==> src/rtl/pc_fetch_stage_if.sv <==
// Instruction-fetch request channel between the PC stage and
// instruction memory: valid/ready handshake carrying a 64-bit address.
interface pc_fetch_stage_if;
   logic        fetch_valid;
   logic        fetch_ready;
   logic [63:0] fetch_addr;

   modport master (
      output fetch_valid,
      output fetch_addr,
      input  fetch_ready
   );

   modport slave (
      input  fetch_valid,
      input  fetch_addr,
      output fetch_ready
   );
endinterface

==> src/rtl/pc_fetch_stage.sv <==
// RV64 PC stage: holds pc, issues fetches, traps misaligned targets.
// Optional perf counters enabled by defining PC_FETCH_PERF_EN.
module pc_fetch_stage #(
   parameter logic [63:0] RESET_VECTOR = 64'h0,
   parameter int unsigned PC_STEP      = 4
) (
   input  logic                  clk,
   input  logic                  rst_n,
   input  logic [63:0]           next_pc,
   input  logic                  stall,
   input  logic                  halt,
   input  logic                  resume,
   pc_fetch_stage_if.master      fetch,
   output logic [63:0]           pc,
   output logic [63:0]           pc_plus4,
   output logic                  misalign_trap,
   output logic [63:0]           trap_pc,
`ifdef PC_FETCH_PERF_EN
   output logic [63:0]           fetch_count,
   output logic [63:0]           stall_cycles,
`endif
   output logic                  halted
);

   localparam logic [2:0] S_IDLE    = 3'd0;
   localparam logic [2:0] S_ISSUE   = 3'd1;
   localparam logic [2:0] S_STALLED = 3'd2;
   localparam logic [2:0] S_HALTED  = 3'd3;
   localparam logic [2:0] S_TRAP    = 3'd4;

   logic [2:0]  state_q, state_d;
   logic [63:0] pc_q, pc_d;
   logic        trap_q, trap_d;
   logic [63:0] tpc_q, tpc_d;
   logic        hs;
   logic        misal;

   assign hs    = fetch.fetch_valid & fetch.fetch_ready;
   assign misal = |next_pc[1:0];

   always_comb begin
      state_d = state_q;
      pc_d    = pc_q;
      trap_d  = trap_q;
      tpc_d   = tpc_q;
      unique case (state_q)
         S_IDLE: begin
            state_d = halt ? S_HALTED : S_ISSUE;
         end
         S_ISSUE: begin
            // request stays up, ignoring stall/halt, until accepted
            if (hs && misal) begin
               trap_d  = 1'b1;
               tpc_d   = next_pc;
               state_d = S_TRAP;
            end else if (hs) begin
               pc_d = next_pc;
               if (halt)       state_d = S_HALTED;
               else if (stall) state_d = S_STALLED;
               else            state_d = S_ISSUE;
            end
         end
         S_STALLED: begin
            if (!stall) state_d = halt ? S_HALTED : S_ISSUE;
         end
         S_HALTED: begin
            if (resume && !halt) state_d = S_ISSUE;
         end
         S_TRAP: begin
            if (resume) begin
               trap_d  = 1'b0;
               state_d = S_ISSUE;
            end
         end
         default: state_d = S_IDLE;
      endcase
   end

   always_ff @(posedge clk or negedge rst_n) begin
      if (!rst_n) begin
         state_q <= S_IDLE;
         pc_q    <= RESET_VECTOR;
         trap_q  <= 1'b0;
         tpc_q   <= 64'h0;
      end else begin
         state_q <= state_d;
         pc_q    <= pc_d;
         trap_q  <= trap_d;
         tpc_q   <= tpc_d;
      end
   end

   assign pc               = pc_q;
   assign pc_plus4         = pc_q + 64'(PC_STEP);
   assign fetch.fetch_addr  = pc_q;
   assign fetch.fetch_valid = (state_q == S_ISSUE);
   assign misalign_trap    = trap_q;
   assign trap_pc          = tpc_q;
   assign halted           = (state_q == S_HALTED);

`ifdef PC_FETCH_PERF_EN
   logic [63:0] fcnt_q, fcnt_d;
   logic [63:0] scnt_q, scnt_d;
   logic        waiting;

   assign waiting = (state_q == S_STALLED) ||
                    (fetch.fetch_valid && !fetch.fetch_ready);

   always_comb begin
      fcnt_d = fcnt_q;
      scnt_d = scnt_q;
      if (hs && !misal) fcnt_d = fcnt_q + 64'd1;
      if (waiting)      scnt_d = scnt_q + 64'd1;
   end

   always_ff @(posedge clk or negedge rst_n) begin
      if (!rst_n) begin
         fcnt_q <= 64'h0;
         scnt_q <= 64'h0;
      end else begin
         fcnt_q <= fcnt_d;
         scnt_q <= scnt_d;
      end
   end

   assign fetch_count  = fcnt_q;
   assign stall_cycles = scnt_q;
`endif

endmodule

==> src/flat_wrapper.sv <==
// flat-port wrapper written by rule: the top's interface ports become plain ports
module pc_fetch_stage_flat 
#(
   parameter logic [63:0] RESET_VECTOR = 64'h0,
   parameter int unsigned PC_STEP      = 4
)
  (clk, rst_n, next_pc, stall, halt, resume, pc, pc_plus4, misalign_trap, trap_pc, halted, fetch_fetch_valid, fetch_fetch_addr, fetch_fetch_ready);
  pc_fetch_stage_if fetch_i ();
  input  logic clk;
  input  logic rst_n;
  input  logic [63:0] next_pc;
  input  logic stall;
  input  logic halt;
  input  logic resume;
  output logic [63:0] pc;
  output logic [63:0] pc_plus4;
  output logic misalign_trap;
  output logic [63:0] trap_pc;
  output logic halted;
  output wire logic [$bits(fetch_i.fetch_valid)-1:0] fetch_fetch_valid;
  output wire logic [$bits(fetch_i.fetch_addr)-1:0] fetch_fetch_addr;
  input wire logic [$bits(fetch_i.fetch_ready)-1:0] fetch_fetch_ready;
  assign fetch_fetch_valid = fetch_i.fetch_valid;
  assign fetch_fetch_addr = fetch_i.fetch_addr;
  assign fetch_i.fetch_ready = fetch_fetch_ready;
  pc_fetch_stage #(.RESET_VECTOR(RESET_VECTOR), .PC_STEP(PC_STEP)) u_core (.clk(clk), .rst_n(rst_n), .next_pc(next_pc), .stall(stall), .halt(halt), .resume(resume), .fetch(fetch_i), .pc(pc), .pc_plus4(pc_plus4), .misalign_trap(misalign_trap), .trap_pc(trap_pc), .halted(halted));
endmodule
==> config.mk <==
export PLATFORM = sky130hd
export DESIGN_NAME = pc_fetch_stage_flat
export DESIGN_NICKNAME = d
export VERILOG_FILES = /design/src/rtl/pc_fetch_stage_if.sv /design/src/rtl/pc_fetch_stage.sv /design/src/flat_wrapper.sv
export SDC_FILE = /design/constraint.sdc
export NUM_CORES = 1
export LEC_CHECK = 0
export CORE_MARGIN = 1
export CORE_UTILIZATION = 42
export DETAILED_ROUTE_END_ITERATION = 16
export GPL_TIMING_DRIVEN = 0
export PLACE_DENSITY = 0.82
export SYNTH_ARGS = -nofsm -noshare
export SYNTH_HDL_FRONTEND = slang
export SYNTH_SLANG_ARGS = --single-unit
==> constraint.sdc <==
create_clock -name clk -period 2.4 [get_ports clk]
set_clock_uncertainty 0.2 [all_clocks]
set_input_delay 0.48 -clock clk [delete_from_list [all_inputs] [get_ports clk]]
set_output_delay 0.48 -clock clk [all_outputs]
set_load 0.005 [all_outputs]
Word-level counts from Yosys, hierarchy flattened

Index checks and enable logic that the tools add are counted.

Flip-flop bits (word level): 132

Add/sub/neg operators: 1
Equal/unequal tests: 9
Multiplexer cells: 12
Bitwise logic cells: 2
Reductions and logical operators: 10

Operators by type and width:

| cell                    | count |
|---|---|
| $add A64 B3 Y64 const B | 1 |
| $mux W3                 | 6 |
| $pmux W3 S5             | 1 |
| $eq A3 B2 Y1 const B    | 2 |
| $ne A2 B2 Y1 const B    | 3 |
| $reduce_and A3 Y1       | 2 |
| $mux W2                 | 2 |
| $reduce_and A4 Y1       | 1 |
| $eq A3 B1 Y1 const B    | 1 |
| $eq A3 B3 Y1 const B    | 1 |
| $logic_not A3 Y1        | 1 |
| $ne A3 B3 Y1 const B    | 1 |
| $logic_and A1 B1 Y1     | 2 |
| $mux W1                 | 2 |
| $ne A2 B1 Y1 const B    | 1 |
| $pmux W1 S2             | 1 |
| $reduce_and A2 Y1       | 1 |
| $reduce_bool A2 Y1      | 1 |
| $reduce_or A2 Y1        | 1 |
| $and A1 B1 Y1           | 1 |
| $logic_not A1 Y1        | 1 |
| $not A1 Y1              | 1 |

Longest topological paths before layout

Gate-level depths: netlist (run 1).

Word-level depth: 5
Depth in mapped cells: 7

Least setup slack after synthesis (run 1)

No wires, ideal clock.

Kind: reg2out
Start: register u_core.pc_q[2], in the netlist u_core.fetch.fetch_addr[2]
End: output port pc_plus4[42]
Arrival time: 1.679 ns
Required time: 1.720 ns
Setup slack: 0.041 ns
Cell stages (with the launch flop): 8
Buffers on the path: 1
Cells stage by stage: dfrtp_1 ha_1 nand3_1 nor2_1 nand4_2 buf_6 nor3_1 xor2_1

Longest elaborated chain between the ends: 1

RTL lines:

| item                   | line                 | RTL |
|---|---|---|
| start, declared        | pc_fetch_stage.sv:32 | `logic [63:0] pc_q, pc_d;` |
| start signal, assigned | pc_fetch_stage.sv:87 | `pc_q <= pc_d;` |
| $add A64 B3 Y64        | pc_fetch_stage.sv:94 | `assign pc_plus4 = pc_q + 64'(PC_STEP);` |
| end, declared          | flat_wrapper.sv:16   | `output logic [63:0] pc_plus4;` |

No other way between the ends.

Final worst setup path (run 1)

Start: register u_core.pc_q[20], in the netlist u_core.fetch.fetch_addr[20]
End: output port pc_plus4[52]

Same word-level chain as after synthesis.

==> impl_metrics.ini, run 1 <==
[run_status]
outcome = complete, but fails checks
violations = negative setup slack

[grt]
antenna_found_initial = 0
grt_remaining_overflow = 0
grt_max_degree = 83
grt_util_all_layers = 0.292
grt_pass1_vias = 6494
grt_first_pass_wirelength_um = 36400

[run]
maxCapViolCount = 0

[sta]
setup_ws_ps = -798
max_slew_margin = 0.491
grt_setup_unrepaired = yes
finalCritPeriodShare = 1.33
slew_violations = 0
setup-violations-final = 57
layout_min_cycle_time_ps = 3200
tns_ps = -29210
fmax_ghz = 0.313
worstMarginPinSlew_ps = 762
hold_viol = 0

[worst_setup_path]
path_max_fanout = 4
critical_path_arrival_ps = 2520
path_class = flip-flop to primary output
rrSetupSlack_ps = 110
end_kind = primary output
cp.required_ps = 1720
reg2reg_depth = 6
crit_end = pc_plus4[52]
r2r-end = u_core.trap_pc[43]
r2r-start = u_core.state_q[1]
start_kind = flip-flop
worstSetupStartpoint = u_core.fetch.fetch_addr[20]

[power]
peakVddDrop_v = 0.000906
power.leakage_uw = 0.00582
power_density_nw_per_um2 = 1280

[die]
initial_utilization = 0.432
die_area_um2 = 16900
ios = 329
core_area_um2 = 15900
dieWidth_um = 130
fp.dieH_um = 130
rows = 46

[routing]
vias = 6393
postRouteAntennaNets = 0
routed_wl_um = 25400
drt_iter0_markers = 272
drt-wirelength-per-cell_um = 19.9
viasPerCell = 5.00
route.detailed.drc = 0
firstDrtPassIters = 4

[cells_and_area]
fillers = 967
syn2layout_area_growth_pct = 84.2
seq_area_um2 = 3360
nets = 1120
multi_input_area_um2 = 3590
antenna_cells = 0
fin_util = 0.796
drive_gt1_frac = 0.524

[worst_hold_path]
hp-class = flip-flop to flip-flop

[logic_synthesis]
ys_ff_latch = 132
synth_most_common_cell = dfrtp_1
synthCells = 577
async_flop_share = 1.00
ys.flop_type = dfrtp_1
synth_area_um2 = 6890
ys_warn_count = 0
synth.avg_cell_area_um2 = 11.9
ys_types = 40
ys_top_cells_by_area = dfrtp_1 (48%), mux2_2 (20%), buf_4 (7.2%)
synth_seq_area_share = 0.479
synth_edf_count = 0
synthTopCellsByCount = dfrtp_1 (132), mux2_2 (124), buf_4 (66)
synth_top_area_frac = 0.479
synth_area_leader_cell = dfrtp_1
synth_nets = 648

[clock_network]
clk_pin_slew_worst_paths_ps = 60
numCtsBuffers = 17
cts_num_sinks = 132
max-clock-path-buffers = 2
clock_latency_ps = 420
clockRootBuffer = clkbuf_16
cts_tree = done
cts_max_level = 4

[place]
hpwl_um = 15800
portBuffers = 328
finalWeightedCongestion = 0.820
dp_slack_ps = -1050
==> cell usage in the layout, fill, tap and decap left out, types with 17 or more instances in the layout <==
cell type	instances
buf_4	140
xor2_1	29
clkbuf_16	17
buf_2	64
nand2_1	31
buf_6	51
clkdlybuf4s50_1	263
dfrtp_1	89
mux2_2	124
dfrtp_2	43
xnor2_1	23
==> layer usage <==
metal	GRT usage	up-vias	routed length, um
li1	-	2897	-
met1	0.321	3195	9410
met2	0.534	250	13600
met3	0.0660	51	1590
met4	0.131	0	818
met5	0	-	0
==> critical path, stage by stage, from the launching register on <==
cell and delay [ps]:
dfrtp_2 400, nand4_4 130, nor4_4 340, buf_4 190, nand4_4 130, buf_12 190
nor4_4 290, xor2_1 260, buf_2 170
==> power breakdown <==
group	switching [uW]	total, uW	internal [uW]
combinational	3240	9010	5770
clock	983	2670	1690
sequential	1200	4610	3410
total	5420	16300	10900
==> area by class of cell <==
class,instances,area share
Timing Repair Buffer,454,0.331
Clock inverter,12,0.0121
Multi-Input combinational cell,345,0.283
Clock buffer,20,0.0360
Sequential cell,132,0.264
Buffer,82,0.0475
Inverter,17,0.00503
Tap cell,216,0.0213
==> how the worst min path moves through the flow <==
stage                     slack [ps]          startpoint  depth (start not counted)                          to
after global routing             320  u_core.trap_pc[57]                          1          u_core.trap_pc[57]
after CTS                        300   u_core.trap_pc[1]                          2           u_core.trap_pc[1]
after floorplan                  -20               rst_n                          0  u_core.fetch.fetch_addr[0]
after detailed placement         260               rst_n                          1          u_core.trap_pc[45]
final                            300  u_core.trap_pc[54]                          1          u_core.trap_pc[54]
after global placement           270   u_core.trap_pc[0]                          2           u_core.trap_pc[0]
==> what timing repair did <==
action | in CTS | in global routing
pin swaps | 58 | 51
buffers inserted | 94 | 35
hold buffers | 1 | 0
setup endpoints to repair | 62 | 117
cloned | 2 | 0
endpoints found under the hold margin | 50 | 0
resized for setup | 387 | 76
==> logic make-up after synthesis <==
family          count (synthesis)  share of synthesized area
flops                         132                      0.479
fa+ha+maj                       1                    0.00182
mux                           124                      0.203
simple gates                  148                      0.133
xor+xnor                       60                     0.0763
compound gates                 11                     0.0103
buf+inv                       101                     0.0968
==> metrics by stage <==
step	power [uW]	cell area [um^2]	instances	hold slack [ps]
2_1_floorplan	7430	6890	577	-15.6
3_3_place_gp	12600	10400	1121	272
3_5_place_dp	12800	10500	1122	258
4_1_cts	15900	12300	1250	298
5_1_grt	17200	12700	1278	319
6_report	16300	12700	1278	305
==> state kept, by name, indices dropped and copies added (netlist names) <==
| name | cells |
|---|---|
| u_core.misalign_trap | 1 |
| u_core.trap_pc | 64 |
| u_core.fetch.fetch_addr | 64 |
| u_core.state_q | 3 |
Note: power is estimated with default switching activity, not from simulation.
==> run 2: changes to the inputs <==
Settings changed: CORE_MARGIN 1 to 5.
==> impl_metrics.ini, run 2 (same netlist as run 1, synthesis figures left out) <==
[run_status]
outcome = complete, but fails checks
violations = negative setup slack

[clock_network]
max-clock-path-buffers = 2
clock_latency_ps = 420
cts_num_sinks = 132
numCtsBuffers = 17
clockRootBuffer = clkbuf_16
cts_max_level = 4
cts_tree = done
clk_pin_slew_worst_paths_ps = 60

[sta]
setup-violations-final = 57
setup_ws_ps = -749
fmax_ghz = 0.318
finalCritPeriodShare = 1.31
hold_viol = 0
layout_min_cycle_time_ps = 3150
max_slew_margin = 0.579
worstMarginPinSlew_ps = 631
grt_setup_unrepaired = yes
slew_violations = 0

[routing]
viasPerCell = 5.08
routed_wl_um = 27600
firstDrtPassIters = 4
vias = 6523
drt-wirelength-per-cell_um = 21.5
route.detailed.drc = 0
postRouteAntennaNets = 0
drt_iter0_markers = 317

[cells_and_area]
layout_common_cells = clkdlybuf4s50_1 (260), buf_4 (149), mux2_2 (124), dfrtp_1 (88), buf_2 (71)
final_common_cell = clkdlybuf4s50_1
syn2layout_area_growth_pct = 84.5
antenna_cells = 0
drive_gt1_frac = 0.532
layout.cells.non_filler = 1285
nets = 1129

[worst_setup_path]
end_kind = primary output
slowest_delay_ps = 420
start_kind = flip-flop
path_max_fanout = 4
worst-path-buf-inv = 4
r2r-start = u_core.state_q[1]
critical_path_arrival_ps = 2470
cp_top_family = simple AND/OR/NAND/NOR gates
path_cells = nand4_1 > nor4_4 > buf_6 > buf_6 > nand4_4 > buf_4 > nor4_4 > xor2_1 > buf_2
path_class = flip-flop to primary output
r2r-end = u_core.fetch.fetch_addr[15]
cp.required_ps = 1720
reg2reg_depth = 5
cpMaxStageDelayCell = dfrtp_1
rrSetupSlack_ps = 110

[die]
ios = 329
initial_utilization = 0.431
core_area_um2 = 16000
rows = 46
fp.dieH_um = 138
dieWidth_um = 138
die_area_um2 = 19100

[power]
peakVddDrop_v = 0.000747
power_uw = 16500
power_density_nw_per_um2 = 1300
power.leakage_uw = 0.00590

[grt]
grt_pass1_vias = 7038
grt_remaining_overflow = 0
grt_first_pass_wirelength_um = 41700
grt_util_all_layers = 0.277
grt_max_degree = 68
antenna_found_initial = 0

[run]
maxCapViolCount = 0

[worst_hold_path]
whs_path_depth = 1
hold_end = u_core.trap_pc[32]
hp-class = flip-flop to flip-flop
min-delay-start = u_core.trap_pc[32]

[place]
dp_cells = 1122
portBuffers = 328
hpwl_um = 17100
finalWeightedCongestion = 0.819
-- run 2: changes by cell type in the layout (fill, tap and decap cells not counted), sizes merged --
| cell | before | now |
|---|---|---|
| buf | 261 | 277 |
| clkbuf | 27 | 23 |
| clkdlybuf4s50 | 263 | 260 |
| dlymetal6s2s | 2 | 4 |
| bufinv | 3 | 2 |
| clkinv | 5 | 4 |
| dlygate4sd2 | 1 | 0 |
| inv | 18 | 17 |
-- run 2: area by class of cell --
cell class                      instances  area, um^2
Buffer                                 82         593
Clock buffer                           21         460
Clock inverter                          9         106
Fill cell                             927        3280
Inverter                               17        63.8
Multi-Input combinational cell        345        3640
Sequential cell                       132        3360
Tap cell                              216         270
Timing Repair Buffer                  463        4230
-- run 2: worst max path at each step --
stage	cells past startpoint	endpoint	startpoint	slack, ps
detailed placement	7	pc_plus4[38]	u_core.fetch.fetch_addr[2]	-1040
CTS	11	pc_plus4[58]	u_core.fetch.fetch_addr[19]	-740
floorplan	7	pc_plus4[42]	u_core.fetch.fetch_addr[2]	40
global placement	1	u_core.trap_pc[16]	rst_n	-4750
global route	10	pc_plus4[58]	u_core.fetch.fetch_addr[19]	-850
finish	9	pc_plus4[51]	u_core.fetch.fetch_addr[31]	-750
-- run 2: where the power goes --
| group | switching [uW] | internal, uW |
|---|---|---|
| registers | 1130 | 3410 |
| clock network | 976 | 1570 |
| logic | 3560 | 5910 |
| total | 5660 | 10900 |
-- run 2: layer usage --
layer / GRT usage / share of wire / wire length [um] / up-vias
met5: 0 / 0 / 0 / -
met4: 0.108 / 0.028 / 777 / 0
met3: 0.0807 / 0.066 / 1820 / 50
met2: 0.497 / 0.53 / 14600 / 284
met1: 0.310 / 0.38 / 10400 / 3276
li1: - / - / - / 2913
-- run 2: per-stage QoR --
| stage | setup WS, ps | hold slack [ps] | setup TNS (ps) | cell area (um^2) | util |
|---|---|---|---|---|---|
| after floorplan | 40.9 | -15.6 | 0 | 6890 | - |
| after global placement | -4750 | 257 | -695200 | 10400 | 0.653 |
| after detailed placement | -1040 | 286 | -72840 | 10500 | 0.655 |
| after CTS | -738 | 299 | -23830 | 12300 | 0.770 |
| after global routing | -851 | 311 | -34040 | 12700 | 0.795 |
| final | -749 | 304 | -27800 | 12700 | 0.795 |
-- run 2: repair_timing --
| action | in CTS | in global routing |
|---|---|---|
| resized for setup | 410 | 69 |
| setup endpoints to repair | 61 | 112 |
| pin swaps | 59 | 52 |
| hold buffers | 1 | 0 |
| buffers inserted | 108 | 29 |
| hold endpoints to repair | 65 | 0 |
| cloned | 1 | 0 |
-- run 2: worst reg2reg max path: stages (launching register included) --
cell and delay, ps:
dfrtp_1 310, buf_2 190, and4bb_2 280, nand2_1 420, buf_2 380, mux2_2 380
==> run 3: changes to the inputs <==
Settings changed: CAP_MARGIN set to 20, SLEW_MARGIN set to 20.
==> impl_metrics.ini, run 3 (same netlist as run 1, synthesis figures left out) <==
[worst_setup_path]
cp_top_family = buffers and inverters
r2r-start = u_core.state_q[0]
path_max_fanout = 4
cp.required_ps = 1720
cpMaxStageDelayCell = dfrtp_2
worst-path-buf-inv = 6
slowest_delay_ps = 420
path_common_cell = buf_6
start_kind = flip-flop
critical_path_arrival_ps = 2330
rrSetupSlack_ps = 50
end_kind = primary output
path_cells = nand3_4 > buf_6 > nor4_4 > buf_6 > buf_6 > buf_6 > nand3_4 > buf_6 > nor2_4 > xor2_1 > buf_2
path_class = flip-flop to primary output
worstSetupStartpoint = u_core.fetch.fetch_addr[13]

[clock_network]
max-clock-path-buffers = 2
cts_tree = done
numCtsBuffers = 17
cts_num_sinks = 132
clockRootBuffer = clkbuf_16
clock_latency_ps = 420
cts_max_level = 4
clk_pin_slew_worst_paths_ps = 50

[cells_and_area]
drive_gt1_frac = 0.544
antenna_cells = 0
fillers = 923
final_common_cell = clkdlybuf4s50_1
layout_common_cells = clkdlybuf4s50_1 (260), buf_4 (153), mux2_2 (124), dfrtp_1 (82), buf_2 (67)
nets = 1134
syn2layout_area_growth_pct = 86.0
fin_util = 0.801

[routing]
vias = 6495
drt-wirelength-per-cell_um = 20.9
firstDrtPassIters = 4
postRouteAntennaNets = 0
route.detailed.drc = 0
routed_wl_um = 27000
viasPerCell = 5.03
drt_iter0_markers = 263

[power]
power_density_nw_per_um2 = 1300
power.leakage_uw = 0.00591
peakVddDrop_v = 0.000815

[sta]
worstMarginPinSlew_ps = 558
layout_min_cycle_time_ps = 3010
max_slew_margin = 0.627
fmax_ghz = 0.332
fin_hold_ws_ps = 300
tns_ps = -23840
slew_violations = 0
setup-violations-final = 55
grt_setup_unrepaired = yes
finalCritPeriodShare = 1.25
hold_viol = 0
setup_ws_ps = -608

[run]
maxCapViolCount = 0

[die]
initial_utilization = 0.431
fp.dieH_um = 138
core_area_um2 = 16000
dieWidth_um = 138
die_area_um2 = 19100
ios = 329
rows = 46

[grt]
grt_first_pass_wirelength_um = 40400
antenna_found_initial = 0
grt_remaining_overflow = 0
grt_pass1_vias = 6879
grt_util_all_layers = 0.267
grt_max_degree = 70

[place]
finalWeightedCongestion = 0.819
portBuffers = 328
hpwl_um = 17100
dp_slack_ps = -1020

[worst_hold_path]
min-delay-start = u_core.trap_pc[1]
hp-class = flip-flop to flip-flop

[run_status]
outcome = complete, but fails checks
violations = negative setup slack
run 3: cell count changes in the layout (fill, tap and decap cells not counted), moves of 3 or more:
cell | previous run | this run
buf_4 | 149 | 153
buf_6 | 55 | 52
dfrtp_2 | 44 | 50
buf_12 | 0 | 5
clkbuf_2 | 0 | 3
nor2_2 | 2 | 5
buf_2 | 71 | 67
dfrtp_1 | 88 | 82
run 3: report_power, final:
part / switching, uW / internal [uW] / total, uW
registers: 1060 / 3420 / 4480
clock network: 1010 / 1690 / 2700
logic: 3550 / 5940 / 9500
total: 5620 / 11000 / 16700
run 3: metal layers:
metal / up-vias / share of wire / track usage / wire length [um]
met5: - / 0 / 0 / 0
met4: 0 / 0.026 / 0.0900 / 704
met3: 49 / 0.065 / 0.0741 / 1740
met2: 262 / 0.53 / 0.478 / 14200
met1: 3267 / 0.38 / 0.309 / 10300
li1: 2917 / - / - / -
run 3: final cells by class:
cell class                      instances  area (um^2)  share of cell area
Timing Repair Buffer                  468         4310               0.336
Multi-Input combinational cell        345         3600               0.281
Sequential cell                       132         3370               0.263
Buffer                                 82          602              0.0470
Clock buffer                           20          457              0.0356
Tap cell                              216          270              0.0211
Clock inverter                         11          153              0.0119
Inverter                               17         63.8             0.00498
run 3: path summary, 6_finish.rpt:
kind | to | cells past startpoint
max | pc_plus4[30] | 11
min | u_core.trap_pc[1] | 2
max reg2reg | u_core.fetch.fetch_addr[40] | 5
min reg2reg | u_core.trap_pc[1] | 2
max in group asynchronous | u_core.fetch.fetch_addr[13] | 3
min in group asynchronous | u_core.trap_pc[48] | 2
run 3: worst min-delay path, cell delays in order, from the launching register on:
cell	delay [ps]
dfrtp_1	350
nand2_1	60
nand2_1	60
run 3: stage by stage:
| step | total power (uW) | instance area (um^2) | instances |
|---|---|---|---|
| after global routing | 17500 | 12800 | 1291 |
| after CTS | 16200 | 12300 | 1250 |
| after global placement | 12700 | 10400 | 1121 |
| after detailed placement | 12900 | 10500 | 1122 |
| after floorplan | 7430 | 6890 | 577 |
| final | 16700 | 12800 | 1291 |
run 3: timing repair:
| action | 4_1_cts | 5_1_grt |
|---|---|---|
| hold buffers | 1 | 0 |
| buffers inserted | 97 | 43 |
| setup endpoints to repair | 60 | 108 |
| hold endpoints to repair | 63 | 0 |
| gates resized for setup | 392 | 77 |
| pin swaps | 64 | 54 |
| gates cloned | 1 | 0 |
